## src/rtl/morse_pkg.sv

```systemverilog
// rtl/morse_pkg.sv - shared Morse types and constants for the encoder/decoder pair
package morse_pkg;

  typedef enum logic [1:0] {
    ST_IDLE = 2'd0,
    ST_MARK = 2'd1,
    ST_GAP  = 2'd2
  } morse_state_e;

  localparam logic DOT  = 1'b0;
  localparam logic DASH = 1'b1;

  localparam logic [7:0] CHAR_SPACE   = 8'h20;
  localparam logic [7:0] CHAR_UNKNOWN = 8'h3F;

  localparam int unsigned DEF_UNIT_CYCLES      = 1000;
  localparam int unsigned DEF_DASH_UNITS       = 2;
  localparam int unsigned DEF_LETTER_GAP_UNITS = 2;
  localparam int unsigned DEF_WORD_GAP_UNITS   = 5;

endpackage

```

## src/rtl/morse_decoder_if.sv

```systemverilog
// rtl/morse_decoder_if.sv - decoded character output bundle of the Morse decoder
interface morse_decoder_if;
  logic [7:0] char_out;
  logic       char_valid;
  logic       char_err;
  logic       busy;

  modport master (output char_out, output char_valid, output char_err, output busy);
  modport slave  (input char_out, input char_valid, input char_err, input busy);
endinterface

```

## src/rtl/morse_lookup.sv

```systemverilog
// rtl/morse_lookup.sv - (pattern, length) to uppercase ASCII, inverse of the encoder table
module morse_lookup
  import morse_pkg::*;
(
  input  logic [7:0] pattern,
  input  logic [2:0] length,
  output logic [7:0] ascii,
  output logic       valid
);

  logic [7:0] code;

  // Upper pattern bits take part in the match, so stale high bits never alias a letter.
  always_comb begin
    code = 8'h00;
    case ({length, pattern})
      {3'd1, 8'b0}:    code = "E";
      {3'd1, 8'b1}:    code = "T";
      {3'd2, 8'b00}:   code = "I";
      {3'd2, 8'b01}:   code = "A";
      {3'd2, 8'b10}:   code = "N";
      {3'd2, 8'b11}:   code = "M";
      {3'd3, 8'b000}:  code = "S";
      {3'd3, 8'b001}:  code = "U";
      {3'd3, 8'b010}:  code = "R";
      {3'd3, 8'b011}:  code = "W";
      {3'd3, 8'b100}:  code = "D";
      {3'd3, 8'b101}:  code = "K";
      {3'd3, 8'b110}:  code = "G";
      {3'd3, 8'b111}:  code = "O";
      {3'd4, 8'b0000}: code = "H";
      {3'd4, 8'b0001}: code = "V";
      {3'd4, 8'b0010}: code = "F";
      {3'd4, 8'b0100}: code = "L";
      {3'd4, 8'b0110}: code = "P";
      {3'd4, 8'b0111}: code = "J";
      {3'd4, 8'b1000}: code = "B";
      {3'd4, 8'b1001}: code = "X";
      {3'd4, 8'b1010}: code = "C";
      {3'd4, 8'b1011}: code = "Y";
      {3'd4, 8'b1100}: code = "Z";
      {3'd4, 8'b1101}: code = "Q";
      default:         code = 8'h00;
    endcase
  end

  assign valid = (code != 8'h00);
  assign ascii = valid ? code : CHAR_UNKNOWN;

endmodule

```

## src/rtl/morse_decoder.sv

```systemverilog
// rtl/morse_decoder.sv - times key marks/spaces and emits decoded ASCII characters
// Optional MORSE_DEC_SYNC_EN adds a 2-flop synchronizer on key_in.
module morse_decoder
  import morse_pkg::*;
#(
  parameter int unsigned UNIT_CYCLES      = DEF_UNIT_CYCLES,
  parameter int unsigned DASH_UNITS       = DEF_DASH_UNITS,
  parameter int unsigned LETTER_GAP_UNITS = DEF_LETTER_GAP_UNITS,
  parameter int unsigned WORD_GAP_UNITS   = DEF_WORD_GAP_UNITS
) (
  input  logic             clk,
  input  logic             rst_n,
  input  logic             key_in,
  morse_decoder_if.master  char_if
);

  localparam int unsigned RUN_MAX = WORD_GAP_UNITS * UNIT_CYCLES;
  localparam int          RW      = $clog2(RUN_MAX + 1);
  localparam logic [RW-1:0] RUN_SAT   = RW'(RUN_MAX);
  localparam logic [RW-1:0] DASH_TH   = RW'(DASH_UNITS * UNIT_CYCLES);
  localparam logic [RW-1:0] LETTER_TH = RW'(LETTER_GAP_UNITS * UNIT_CYCLES);

  morse_state_e  state;
  logic          key_s;
  logic          key_q;
  logic [RW-1:0] run;
  logic [RW-1:0] run_now;
  logic [7:0]    pattern;
  logic [2:0]    count;
  logic          overflow;
  logic          word_pend;
  logic          sym;
  logic [7:0]    lk_ascii;
  logic          lk_valid;

`ifdef MORSE_DEC_SYNC_EN
  logic [1:0] sync_q;

  always_ff @(posedge clk or negedge rst_n) begin
    if (!rst_n) begin
      sync_q <= 2'b00;
    end else begin
      sync_q <= {sync_q[0], key_in};
    end
  end

  assign key_s = sync_q[1];
`else
  assign key_s = key_in;
`endif

  // Length of the current level including this cycle; a level change restarts at 1.
  always_comb begin
    run_now = run;
    if (key_s != key_q) begin
      run_now = RW'(1);
    end else if (run != RUN_SAT) begin
      run_now = run + RW'(1);
    end
  end

  // In MARK the falling-edge cycle still sees the completed mark length in run.
  assign sym = (run >= DASH_TH) ? DASH : DOT;

  morse_lookup u_lookup (
    .pattern (pattern),
    .length  (count),
    .ascii   (lk_ascii),
    .valid   (lk_valid)
  );

  always_ff @(posedge clk or negedge rst_n) begin
    if (!rst_n) begin
      state              <= ST_IDLE;
      key_q              <= 1'b0;
      run                <= '0;
      pattern            <= 8'h00;
      count              <= 3'd0;
      overflow           <= 1'b0;
      word_pend          <= 1'b0;
      char_if.char_out   <= 8'h00;
      char_if.char_valid <= 1'b0;
      char_if.char_err   <= 1'b0;
      char_if.busy       <= 1'b0;
    end else begin
      key_q              <= key_s;
      run                <= run_now;
      char_if.char_valid <= 1'b0;
      char_if.char_err   <= 1'b0;
      case (state)
        ST_IDLE: begin
          if (key_s) begin
            state        <= ST_MARK;
            char_if.busy <= 1'b1;
          end
        end
        ST_MARK: begin
          if (!key_s) begin
            if (count >= 3'd4) begin
              overflow <= 1'b1;
              count    <= 3'd5;
            end else begin
              pattern <= {pattern[6:0], sym};
              count   <= count + 3'd1;
            end
            state <= ST_GAP;
          end
        end
        ST_GAP: begin
          if (key_s) begin
            state <= ST_MARK;
          end else if (run_now == LETTER_TH && count != 3'd0) begin
            char_if.char_out   <= overflow ? CHAR_UNKNOWN : lk_ascii;
            char_if.char_err   <= overflow || !lk_valid;
            char_if.char_valid <= 1'b1;
            pattern            <= 8'h00;
            count              <= 3'd0;
            overflow           <= 1'b0;
            word_pend          <= 1'b1;
          end else if (run_now == RUN_SAT) begin
            if (word_pend) begin
              char_if.char_out   <= CHAR_SPACE;
              char_if.char_valid <= 1'b1;
              word_pend          <= 1'b0;
            end
            state        <= ST_IDLE;
            char_if.busy <= 1'b0;
          end
        end
        default: begin
          state        <= ST_IDLE;
          char_if.busy <= 1'b0;
        end
      endcase
    end
  end

endmodule

```

## src/flat_wrapper.sv

```systemverilog
// flat-port wrapper written by rule: the top's interface ports become plain ports
module morse_decoder_flat import morse_pkg::*;
#(
  parameter int unsigned UNIT_CYCLES      = DEF_UNIT_CYCLES,
  parameter int unsigned DASH_UNITS       = DEF_DASH_UNITS,
  parameter int unsigned LETTER_GAP_UNITS = DEF_LETTER_GAP_UNITS,
  parameter int unsigned WORD_GAP_UNITS   = DEF_WORD_GAP_UNITS
)
  (clk, rst_n, key_in, char_if_char_out, char_if_char_valid, char_if_char_err, char_if_busy);
  morse_decoder_if char_if_i ();
  input  logic clk;
  input  logic rst_n;
  input  logic key_in;
  output wire logic [$bits(char_if_i.char_out)-1:0] char_if_char_out;
  output wire logic [$bits(char_if_i.char_valid)-1:0] char_if_char_valid;
  output wire logic [$bits(char_if_i.char_err)-1:0] char_if_char_err;
  output wire logic [$bits(char_if_i.busy)-1:0] char_if_busy;
  assign char_if_char_out = char_if_i.char_out;
  assign char_if_char_valid = char_if_i.char_valid;
  assign char_if_char_err = char_if_i.char_err;
  assign char_if_busy = char_if_i.busy;
  morse_decoder #(.UNIT_CYCLES(UNIT_CYCLES), .DASH_UNITS(DASH_UNITS), .LETTER_GAP_UNITS(LETTER_GAP_UNITS), .WORD_GAP_UNITS(WORD_GAP_UNITS)) u_core (.clk(clk), .rst_n(rst_n), .key_in(key_in), .char_if(char_if_i));
endmodule
```

## config.mk

```make
export PLATFORM = sky130hd
export DESIGN_NAME = morse_decoder_flat
export DESIGN_NICKNAME = d
export VERILOG_FILES = /design/src/rtl/morse_pkg.sv /design/src/rtl/morse_decoder_if.sv /design/src/rtl/morse_lookup.sv /design/src/rtl/morse_decoder.sv /design/src/flat_wrapper.sv
export SDC_FILE = /design/constraint.sdc
export NUM_CORES = 1
export LEC_CHECK = 0
export CAP_MARGIN = 20
export CORE_ASPECT_RATIO = 1.4
export CORE_MARGIN = 1
export CORE_UTILIZATION = 35
export CTS_CLUSTER_DIAMETER = 40
export CTS_CLUSTER_SIZE = 10
export DETAILED_ROUTE_END_ITERATION = 6
export DONT_BUFFER_PORTS = 1
export GPL_TIMING_DRIVEN = 0
export PLACE_DENSITY_LB_ADDON = 0.08
export SLEW_MARGIN = 25
export SYNTH_ARGS = -nofsm -noshare
export SYNTH_HDL_FRONTEND = slang
export SYNTH_SLANG_ARGS = --single-unit
export TNS_END_PERCENT = 50
```

## constraint.sdc

```tcl
create_clock -name clk -period 2.55 [get_ports clk]
set_input_delay 0.51 -clock clk [delete_from_list [all_inputs] [get_ports clk]]
set_output_delay 0.51 -clock clk [all_outputs]
set_load 0.02 [all_outputs]
```

# Word level (Yosys, flattened, before mapping)

Index checks and enable logic that the tools add are counted.

Output and inout port bits: 11
Input bits: 3
Word-level logic and storage cells: 119
Bits in registers: 40

Eq/ne operators: 42
Magnitude comparators: 2
Add/sub/neg operators: 2
Multiplexer cells: 44
Reductions and logical operators: 16
Bitwise logic cells: 2

Operators by type and width:

| kind                                                                     | count |
|---|---|
| 7-bit one-hot mux with 26 select lines                                   | 1 |
| 11-bit by 10-bit == test with 1-bit output (second input constant)       | 12 |
| 11-bit == test (second input constant)                                   | 12 |
| 8-bit 2-to-1 mux                                                         | 9 |
| 13-bit 2-to-1 mux                                                        | 2 |
| 11-bit by 9-bit == test with 1-bit output (second input constant)        | 2 |
| 1-bit 2-to-1 mux                                                         | 18 |
| 8-bit one-hot mux with 2 select lines                                    | 1 |
| 5-bit AND reduction                                                      | 3 |
| 13-bit by 1-bit adder with 13-bit output (second input constant)         | 1 |
| 13-bit by 11-bit == test with 1-bit output (second input constant)       | 1 |
| 13-bit == test (second input constant)                                   | 1 |
| 13-bit by 11-bit >= comparator with 1-bit output (second input constant) | 1 |
| 13-bit inequality test (second input constant)                           | 1 |
| 3-bit 2-to-1 mux                                                         | 4 |
| 4-bit AND reduction                                                      | 3 |
| 2-bit 2-to-1 mux                                                         | 5 |
| 2-bit inequality test (second input constant)                            | 5 |
| 8-bit nonzero test                                                       | 1 |
| 2-bit by 1-bit inequality test with 1-bit output (second input constant) | 3 |
| 2-bit one-hot mux with 3 select lines                                    | 1 |
| 3-bit one-hot mux with 2 select lines                                    | 1 |
| 2-bit nonzero test                                                       | 3 |
| 3-bit by 1-bit adder with 3-bit output (second input constant)           | 1 |
| other kinds (15)                                                         | 16 |

# Depth between registers and ports, before layout

Gate-level depths: netlist of the first run.

Depth after elaboration: 8
Depth in mapped cells: 10
Gate-level depth less buffers: 9

# By module

Synthesis of the first run repeated with hierarchy kept, for this count alone.

Cell total of the unflattened synthesis: 307
Area total of the unflattened synthesis: 2750.1 sq um

Modules (own cells, without submodules):

| module        | cells an instance | area an instance (sq um) | instances | sequential area each (sq um) |
|---|---|---|---|---|
| morse_decoder | 218               | 2187.1                   | 1         | 1001.0 |
| morse_lookup  | 89                | 563.0                    | 1         | 0.0 |

# Worst setup path after synthesis of the first run

No wires, ideal clock.

Path kind: register to register
Start point: register u_core.run[0]
End point: register u_core.char_if.char_out[6]
Data required time: 2431 ps
Path buffers: 1
Arrival time: 2219 ps
Path slack: 213 ps
Setup time: 119 ps
Stages on the path, launching flop included: 10
Period minus slack after synthesis: 2337 ps
Cells stage by stage: dfrtp_1 > ha_1 > nand3_1 > nor4_1 > mux2i_1 > nor4b_2 > a21oi_1 > or3_1 > buf_6 > a21bo_1

Longest elaborated chain between the ends: 7
Elaborated cells on any way between the ends: 11
Those cells by class: add/sub: 1; eq/ne: 3; mux: 3; reduce/logical: 4

Ends and longest elaborated chain:

| element                                                                            | RTL line                                 | RTL |
|---|---|---|
| start: declaration                                                                 | morse_decoder.sv:26                      | `logic [RW-1:0] run;` |
| start signal: assignment                                                           | morse_decoder.sv:87                      | `run <= run_now;` |
| 13-bit by 1-bit adder with 13-bit output or 13-bit inequality test (tied branches) | morse_decoder.sv:58, morse_decoder.sv:57 |  |
| 13-bit 2-to-1 mux (*)                                                              | morse_decoder.sv:57                      | `end else if (run != RUN_SAT) begin` |
| 13-bit 2-to-1 mux (*)                                                              | morse_decoder.sv:55                      | `if (key_s != key_q) begin` |
| via u_core.run_now[12]                                                             | morse_decoder.sv:27                      | `logic [RW-1:0] run_now;` |
| 13-bit by 11-bit == test with 1-bit output                                         | morse_decoder.sv:112                     | `end else if (run_now == LETTER_TH && count != 3'd0) begin` |
| 1-bit logical AND                                                                  | morse_decoder.sv:112                     |  |
| 2-bit nonzero test (no line)                                                       | n/a                                      |  |
| 4-bit AND reduction (no line)                                                      | n/a                                      |  |
| end signal: assignment                                                             | morse_decoder.sv:113                     | `char_if.char_out <= overflow ? CHAR_UNKNOWN : lk_ascii;` |
| end: declaration                                                                   | morse_decoder_if.sv:8                    | `modport master (output char_out, output char_valid, output char_err, output busy);` |

The timed path passes the listed nets; every way through them passes the cells marked *.
A chain may end at the register's enable or synchronous reset.

# Worst setup path in the final report of the first run

Start point: register u_core.run[0]
End point: register u_core.char_if.char_out[5]

Longest elaborated chain between the ends: 7
Elaborated cells on any way between the ends: 11
Those cells by class: add/sub: 1; eq/ne: 3; mux: 3; reduce/logical: 4

Ends and longest elaborated chain:

| element                                                                            | RTL line |
|---|---|
| 13-bit by 1-bit adder with 13-bit output or 13-bit inequality test (tied branches) | morse_decoder.sv:58, morse_decoder.sv:57 |
| 13-bit 2-to-1 mux (*)                                                              | morse_decoder.sv:57 |
| 13-bit 2-to-1 mux (*)                                                              | morse_decoder.sv:55 |
| 13-bit by 11-bit == test with 1-bit output                                         | morse_decoder.sv:112 |
| 1-bit logical AND                                                                  | morse_decoder.sv:112 |
| 2-bit nonzero test (no line)                                                       | n/a |
| 4-bit AND reduction (no line)                                                      | n/a |

Every way passes the cells marked *; elsewhere a longest branch is shown, timed or not.

==> run summary, run 1 <==
Proportion of power drawn by the clock network: 31.4%
Final Hold Fails: 0
Maximum VDD drop: 0.000368 V
Ys Warns: 0
Grt met1 use: 20.9%
Net count after synthesis: 304
Initial antenna violation count: 0
Kind of critical path: reg -> reg
Data required, critical path: 2.73 ns
Tot Pwr: 1.72 mW
HPWL Detailed: 4850 um
Cell Area, Placed: 2720 um2
Final Instance Area: 3110 um2
Ys flop type: dfrtp_1
Vias: 2,243
Post-place setup slack: -0.412 ns
CORE AREA: 7070 um2
Tmin final: 2.57 ns
Worst Setup EP: u_core.char_if.char_out[5]
Met3 Usage GRT: 2.62%
Comb pwr share: 26.9%
Layout cell share with drive strength beyond 1: 20.9%
Area delta synth->final: 19.5%
Max-slew violation count: 0
Sw Share: 33.1%
Slew @ Worst Pin: 0.905 ns
Worst R2R Setup Slack: -0.02 ns
Post-synth EDFFs: 0
Antenna diodes: 0
Worst r2r path cells: 9
Total track usage: 18.6%
Fill count: 741
Ys async rst share: 100%
Biggest area consumer among synthesized cells: dfrtp_1
RSZ-0062 raised after global routing: yes
TritonCTS Buffers: 5
Routed WL: 6850 um
Synth top cells by count: dfrtp_1 (39), nand2_1 (31), nor2_1 (27), inv_1 (18), o21ai_0 (13)
Failing checks: setup timing
Yosys top cell area share: 37.5%
CP Capture Type: flop
Startpoint types: flop
Yosys reg bits: 39
Fin crit share: 101%
Clk_skew: 0.00795 ns
CTS Root Cell: clkbuf_8
Routed Antenna Nets: 0
Register area: 982 um2
CTS Sinks: 39
Post-synthesis sequential area ratio: 37.5%
Outcome: complete, but fails checks
Crit Path Max Fanout: 5
Top Usage Layer GRT: met2
Mapped Area: 2600 um2
Detailed-route DRC error count: 0
Die width: 74.9 um
CTS tree: done
Buffers on Ports: 0
Multi-input logic area: 1650 um2
Min setup slack post-route: -0.0154 ns
Syn avg cell area: 8.86 um2
Htree depth: 2
Max Freq: 390 MHz
# IOs: 14
Vert. Die Dim: 104 um
Final Instance Count excl. Fillers: 406
Final #Nets: 320
Clk buf depth: 2
Total grt overflow: 0
Worst R2R End: u_core.char_if.char_out[5]
Final setup fails: 2
Reg2Reg Launch Point: u_core.run[0]
First-pass GRT wire length: 11,100 um
Pre-antenna DRT Iters: 4
Cell count after synthesis: 294
Clk Latency, worst-skew pair: 0.29 ns
Min-delay worst type: in -> async
Avg Vias per Cell: 5.52
Grt met2 use: 34.0%
LEAKAGE: 1.32 nW
Die Footprint: 7800 um2
CP Data Arrival Time: 2.74 ns
Number of placement rows: 36
Crit. Startpoint: u_core.run[0]
Count leader, synth: dfrtp_1
Cell Int Power: 1.15 mW
GPL Wtd Cong: 0.838
Placed cell count: 389
Distinct cells, synth: 68
Number of global-route vias before repair: 2,216
Slew HR: 39.2%
Per-cell routed wire length: 16.9 um
Synth top area cells: dfrtp_1 (37%), nand2_1 (4.5%), nor2_1 (3.9%)
Share of total power in sequential cells: 41.7%
Reg clk slew, reported paths: 0.08 ns
Initial core utilization: 36.8%
PwrDens: 552 nW/um2
Max_cap viols: 0
DR iter-0 viols: 125
Switching power: 0.568 mW
Pin count of the biggest net entering global routing: 40
==> worst max-delay path, stage by stage (launching register included) <==
cell and delay [ns]:
dfrtp_2 0.46, inv_2 0.11, ha_4 0.15, nor4bb_4 0.19, nand4_1 0.24, mux2i_4 0.30
nor4_4 0.34, nand2_2 0.12, or3_4 0.40, a21boi_1 0.13
==> cell usage in the layout, fill, tap and decap left out, drive strengths merged, types with 5 or more instances in the layout <==
| master | Yosys | routed |
|---|---|---|
| a21o | 8 | 8 |
| a21oi | 10 | 10 |
| buf | 7 | 18 |
| clkbuf | 9 | 13 |
| dfrtp | 39 | 39 |
| ha | 7 | 7 |
| inv | 18 | 18 |
| nand2 | 31 | 31 |
| nand2b | 6 | 6 |
| nand3 | 7 | 7 |
| nand4 | 7 | 7 |
| nor2 | 27 | 27 |
| nor2b | 7 | 7 |
| nor3 | 5 | 5 |
| nor4 | 11 | 11 |
| o21ai | 15 | 15 |
| o31ai | 5 | 5 |
| xnor2 | 7 | 7 |
==> registers in the layout (all words and copies together) (netlist names) <==
signal / count
u_core.char_if.busy: 1
u_core.char_if.char_err: 1
u_core.char_if.char_out: 7
u_core.char_if.char_valid: 1
u_core.count: 3
u_core.key_q: 1
u_core.overflow: 1
u_core.pattern: 8
u_core.run: 13
u_core.state: 2
u_core.word_pend: 1
==> power groups by stage <==
| stage | logic, mW | clock network (mW) | registers, mW |
|---|---|---|---|
| 4_1_cts | 0.406 | 0.558 | 0.711 |
| 5_1_grt | 0.517 | 0.581 | 0.724 |
| 6_report | 0.462 | 0.540 | 0.718 |
| 3_5_place_dp | 0.386 | 0 | 0.722 |
| 2_1_floorplan | 0.304 | 0 | 0.706 |
| 3_3_place_gp | 0.387 | 0 | 0.720 |
==> how the worst min path moves through the flow <==
| stage | startpoint | end | slack [ns] | cells past startpoint |
|---|---|---|---|---|
| global placement | rst_n | u_core.run[1] | 0.22 | 0 |
| CTS | rst_n | u_core.run[0] | 0.06 | 1 |
| floorplan | rst_n | u_core.char_if.busy | 0.21 | 0 |
| detailed placement | rst_n | u_core.char_if.busy | 0.22 | 0 |
| finish | rst_n | u_core.run[0] | 0.05 | 1 |
| global route | rst_n | u_core.run[7] | 0.06 | 1 |
==> cells by family after synthesis <==
| kind of cell | Yosys count | synth area share, % |
|---|---|---|
| AOI/OAI and AO/OA | 76 | 20.8 |
| xor gates and xnor gates | 9 | 4.03 |
| adders and majority gates | 7 | 3.36 |
| buffers and inverters | 34 | 5.91 |
| DFF | 39 | 37.5 |
| muxes | 3 | 1.30 |
| other | 1 | 0.144 |
| and+or+nand+nor | 125 | 27.0 |
==> area by class of cell <==
class | instances | share of cell area [%]
timing repair buffer | 10 | 2.81
inverter | 18 | 2.17
multi-input combinational | 221 | 53.1
tap | 95 | 3.82
sequential | 39 | 31.5
clock buffer | 6 | 2.65
buffer | 15 | 2.77
clock inverter | 2 | 1.12
==> metrics by stage <==
stage / utilization [%] / hold WS [ns] / TNS (ns)
6_report: 44.0 / 0.0517 / -0.0246
5_1_grt: 44.0 / 0.0640 / -0.957
4_1_cts: 40.8 / 0.0583 / 0
3_5_place_dp: 38.5 / 0.216 / -4.30
3_3_place_gp: 38.5 / 0.216 / -4.06
2_1_floorplan: - / 0.214 / 0
==> metal layers <==
layer | routed length (um) | up-vias
met5 | 0 | -
met4 | 231 | 0
met3 | 154 | 15
met2 | 3810 | 47
met1 | 2650 | 1078
li1 | - | 1103
==> timing repair <==
item	in CTS	in global routing
pin swaps	2	12
hold buffers	1	0
gates resized for setup	5	36
setup buffers	1	8
endpoints found under the setup margin	20	16
endpoints found under the hold margin	39	0
Note: power is estimated with default switching activity, not from simulation.
==> inputs of run 2 (changes only) <==
CORE_UTILIZATION = 60   (was 35)
==> run 2 against run 1 <==
The run ends with DRC left. Hold slack worse by 0.0043 ns. Flip-flop and latch count unchanged. Combinational power down 0.9%. Power up 3.6%. Cell count down 12%. First-iteration DRC count up 46%. Via count up 4.8%. Critical endpoint is now u_core.char_if.char_out[6].
==> run summary, run 2 (synthesis results as in run 1) <==
Outcome: complete, but fails checks
Failing checks: DRC
Pin count of the biggest net entering global routing: 40
CTS Root Cell: clkbuf_8
Detailed-route DRC error count: 1
PwrDens: 583 nW/um2
Final Instance Count excl. Fillers: 358
Slew @ Worst Pin: 0.791 ns
LEAKAGE: 1.34 nW
Total grt overflow: 0
Placed cell count: 339
Total track usage: 28.4%
Crit Path Max Fanout: 8
Kind of critical path: reg -> reg
Most frequent cells in the layout: dfrtp_1 (35), nand2_1 (31), nor2_1 (26)
Max reg flops: 13
Final Instance Area: 3060 um2
CP Capture Type: flop
Vias: 2,350
Fill count: 314
Pre-antenna DRT Iters: 6
Setup TNS: 0 ns
Cell Area, Placed: 2660 um2
TritonCTS Buffers: 5
Clk buf depth: 2
Buffers on Ports: 0
First-pass GRT wire length: 9960 um
Clk_skew: 0.00792 ns
Final setup fails: 0
GPL Wtd Cong: 0.915
Number of global-route vias before repair: 2,128
Most common cell after layout, fill and taps aside: dfrtp_1
Min-delay worst type: in -> async
Avg Vias per Cell: 6.56
Clk Latency, worst-skew pair: 0.29 ns
Routed WL: 6290 um
Max-slew violation count: 0
CTS Sinks: 39
Initial antenna violation count: 0
Die Footprint: 4610 um2
CP Data Arrival Time: 2.67 ns
CTS tree: done
Area delta synth->final: 17.3%
Routed Antenna Nets: 0
Biggest regs: u_core.run: 13 flops, u_core.pattern: 8 flops, u_core.char_if.char_out: 7 flops
Tmin final: 2.49 ns
Initial core utilization: 62.0%
Maximum VDD drop: 0.000477 V
Max Freq: 402 MHz
DR iter-0 viols: 182
Die width: 57.7 um
Data required, critical path: 2.74 ns
# IOs: 14
Slew HR: 46.8%
Reg clk slew, reported paths: 0.08 ns
Worst r2r path cells: 10
Antenna diodes: 0
CORE AREA: 4200 um2
Final Hold Fails: 0
Number of placement rows: 28
Vert. Die Dim: 80.0 um
Startpoint types: flop
Max_cap viols: 0
Worst R2R Setup Slack: 0.06 ns
Htree depth: 2
Per-cell routed wire length: 17.6 um
HPWL Detailed: 4280 um
Final Util: 72.7%
Reg with most FFs: u_core.run
Fin crit share: 97.5%
Final #Nets: 322
Layout cell share with drive strength beyond 1: 19.5%
## run 2: cell types whose count changed in the layout (fill, tap and decap cells not counted), sizes merged
cell	before	now
buf	18	19
bufinv	1	2
clkbuf	13	14
clkinv	1	0
## run 2: final cells by class
class / instances / area (um2) / share of cell area (%)
buffer: 15 / 86.3 / 2.82
clock buffer: 6 / 72.6 / 2.37
clock inverter: 2 / 60.1 / 1.96
inverter: 18 / 67.6 / 2.21
multi-input combinational: 221 / 1630 / 53.3
sequential: 39 / 981 / 32.1
tap: 45 / 56.3 / 1.84
timing repair buffer: 12 / 103 / 3.36
## run 2: repair_timing
action,CTS,global route
endpoints found under the setup margin,14,14
buffers inserted,3,8
pin swaps,1,7
gates resized for setup,12,21
hold endpoints to repair,39,0
hold buffers,1,0
## run 2: through the flow
| step | hold WS, ns | power, mW | setup slack (ns) |
|---|---|---|---|
| after floorplan | 0.214 | 1.01 | 0.213 |
| after global placement | 0.215 | 1.09 | -0.325 |
| after detailed placement | 0.215 | 1.10 | -0.339 |
| after CTS | 0.0550 | 1.74 | 0.00507 |
| after global routing | 0.0555 | 1.86 | -0.0599 |
| final | 0.0475 | 1.78 | 0.0649 |
## run 2: final timing paths
kind,start,end
setup reg to reg,u_core.run[1],u_core.char_if.char_out[6]
min in group clk,key_in,u_core.key_q
hold / removal,rst_n,u_core.pattern[6]
setup / recovery,u_core.run[1],u_core.char_if.char_out[6]
hold reg to reg,u_core.word_pend,u_core.word_pend
max in group asynchronous,rst_n,u_core.key_q
## run 2: routing by layer
layer | up-vias | wire [um] | GRT usage (%) | share of wire (%)
met4 | 0 | 277 | 17.1 | 4.4
li1 | 1109 | - | - | -
met1 | 1146 | 2620 | 34.0 | 42
met2 | 73 | 3160 | 47.9 | 50
met5 | - | 0 | 0 | 0
met3 | 22 | 233 | 3.89 | 3.7
## run 2: worst max-delay path, cell delays in order (launching register included)
cell and delay, ns:
dfrtp_1 0.42, ha_4 0.19, and3_4 0.20, nand3_1 0.12, mux2i_2 0.19, buf_4 0.15
nor4b_4 0.29, a21oi_1 0.10, or3_4 0.38, buf_6 0.14, a21bo_1 0.19
## run 2: where the power goes
part           internal, mW  switching (mW)  total (mW)
Sequential            0.658          0.0537       0.712
Clock                 0.391           0.220       0.611
Combinational         0.171           0.287       0.458
==> inputs of run 3 (changes only) <==
CORE_MARGIN = 4   (was 1)
SETUP_SLACK_MARGIN = 0.4   (was default)
==> run 3 against run 2 <==
The run now ends clean. Combinational power is 19% higher. First-iteration DRC count is 68% higher. Count of clock-buffer cells in the layout stayed put. Clock power is 30% lower. Wire length is 9.1% higher. Sequential power is 1% higher. Die area is 19% higher. Clock skew is 0.0050 ns lower. Critical path depth stayed put.
==> run summary, run 3 (synthesis results as in run 1) <==
Outcome: finished, final reports clean
Detailed-route DRC error count: 0
Reg with most FFs: u_core.run
Data required, critical path: 2.73 ns
Most frequent cells in the layout: buf_4 (33), dfrtp_1 (33), nand2_1 (31)
Clk Latency, worst-skew pair: 0.29 ns
Vias: 2,417
Switching power: 0.600 mW
Worst hold slack: 0.0584 ns
Worst r2r path cells: 10
GPL Wtd Cong: 0.928
Initial core utilization: 62.0%
Worst R2R End: u_core.char_if.char_out[6]
Layout cell share with drive strength beyond 1: 31.0%
Final Hold Fails: 0
Sw Share: 35.5%
Clk buf depth: 2
Proportion of power drawn by the clock network: 25.2%
Final #Nets: 342
Comb pwr share: 32.1%
Setup TNS: 0 ns
Number of global-route vias before repair: 2,457
Number of placement rows: 28
CTS tree: done
Die Footprint: 5480 um2
Kind of critical path: reg -> reg
Routed WL: 6860 um
DR iter-0 viols: 305
Avg Vias per Cell: 6.41
Max_cap viols: 0
Final Instance Count excl. Fillers: 377
First-pass GRT wire length: 11,600 um
Pin count of the biggest net entering global routing: 40
Htree depth: 2
Max Freq: 423 MHz
HPWL Detailed: 4350 um
Buffers on Ports: 0
CTS Sinks: 39
Routed Antenna Nets: 0
Tmin final: 2.36 ns
Final setup fails: 0
RSZ-0062 raised after global routing: yes
TritonCTS Buffers: 5
Die width: 63.7 um
Slew @ Worst Pin: 0.852 ns
Cell Int Power: 1.09 mW
CP Data Arrival Time: 2.55 ns
Fin crit share: 92.7%
Antenna diodes: 0
Vert. Die Dim: 86.0 um
Max-slew violation count: 0
Worst R2R Setup Slack: 0.19 ns
Reg2Reg Launch Point: u_core.run[0]
Placed cell count: 339
PwrDens: 507 nW/um2
Crit Path Max Fanout: 8
# IOs: 14
LEAKAGE: 1.46 nW
CORE AREA: 4200 um2
Clk_skew: 0.00295 ns
Min-delay worst type: in -> async
Per-cell routed wire length: 18.2 um
CP Capture Type: flop
Max reg flops: 13
Startpoint types: flop
Share of total power in sequential cells: 42.7%
Total grt overflow: 0
Reg clk slew, reported paths: 0.07 ns
Pre-antenna DRT Iters: 4
CTS Root Cell: clkbuf_8
Area delta synth->final: 27.9%
Biggest regs: u_core.run: 13 flops, u_core.pattern: 8 flops, u_core.char_if.char_out: 7 flops
Slew HR: 42.8%
Maximum VDD drop: 0.000451 V
Initial antenna violation count: 0
Total track usage: 26.7%
run 3: worst max-delay path: stages (launching register included):
cell and delay [ns]:
dfrtp_2 0.46, inv_2 0.10, ha_4 0.12, nor4bb_4 0.18, nand4_1 0.23, mux2i_4 0.29, nor2_1 0.13, nand3_1 0.07
or3_1 0.36, buf_6 0.14, a21bo_1 0.16
run 3: per-layer routing:
layer  routed length (um)  GRT usage (%)  up-vias
met5                    0              0        -
met4                  235           14.7        0
met3                  264           3.28       21
met2                 3750           48.8       78
met1                 2610           29.6     1178
li1                     -              -     1140
run 3: worst max path at each step:
stage	start	end	slack, ns
after floorplan	u_core.run[0]	u_core.char_if.char_out[6]	0.34
after global placement	u_core.count[2]	u_core.char_if.char_out[2]	-0.08
after detailed placement	u_core.run[0]	u_core.pattern[7]	-0.15
after CTS	u_core.run[0]	u_core.char_if.char_out[6]	0.22
after global routing	u_core.run[0]	u_core.char_if.char_out[6]	0.04
final	u_core.run[0]	u_core.char_if.char_out[6]	0.19
run 3: layout make-up:
| cell class | instances | area [um2] |
|---|---|---|
| Tap cell | 45 | 56.3 |
| Fill cell | 275 | 873 |
| Timing Repair Buffer | 31 | 245 |
| Clock inverter | 1 | 5.00 |
| Inverter | 18 | 70.1 |
| Buffer | 16 | 128 |
| Clock buffer | 6 | 82.6 |
| Multi-Input combinational cell | 221 | 1760 |
| Sequential cell | 39 | 983 |
run 3: what timing repair did:
item / in CTS / in global routing
endpoints found under the hold margin: 39 / 0
pin swaps: 18 / 12
buffers inserted: 23 / 7
setup endpoints to repair: 24 / 24
hold buffers: 1 / 0
resized for setup: 42 / 24
run 3: power groups by stage:
stage | clock [mW] | sequential (mW) | combinational (mW)
finish | 0.426 | 0.721 | 0.543
global route | 0.458 | 0.729 | 0.594
CTS | 0.437 | 0.713 | 0.489
detailed placement | 0 | 0.726 | 0.392
global placement | 0 | 0.724 | 0.384
floorplan | 0 | 0.713 | 0.314
run 3: per-stage QoR:
stage                     cell area [um2]  total power, mW  util, %  setup WS [ns]
after floorplan                      2680             1.03        -          0.343
after global placement               2730             1.11     65.0        -0.0806
after detailed placement             2730             1.12     65.0         -0.152
after CTS                            3180             1.64     75.7          0.221
after global routing                 3330             1.78     79.2         0.0351
final                                3330             1.69     79.2          0.187
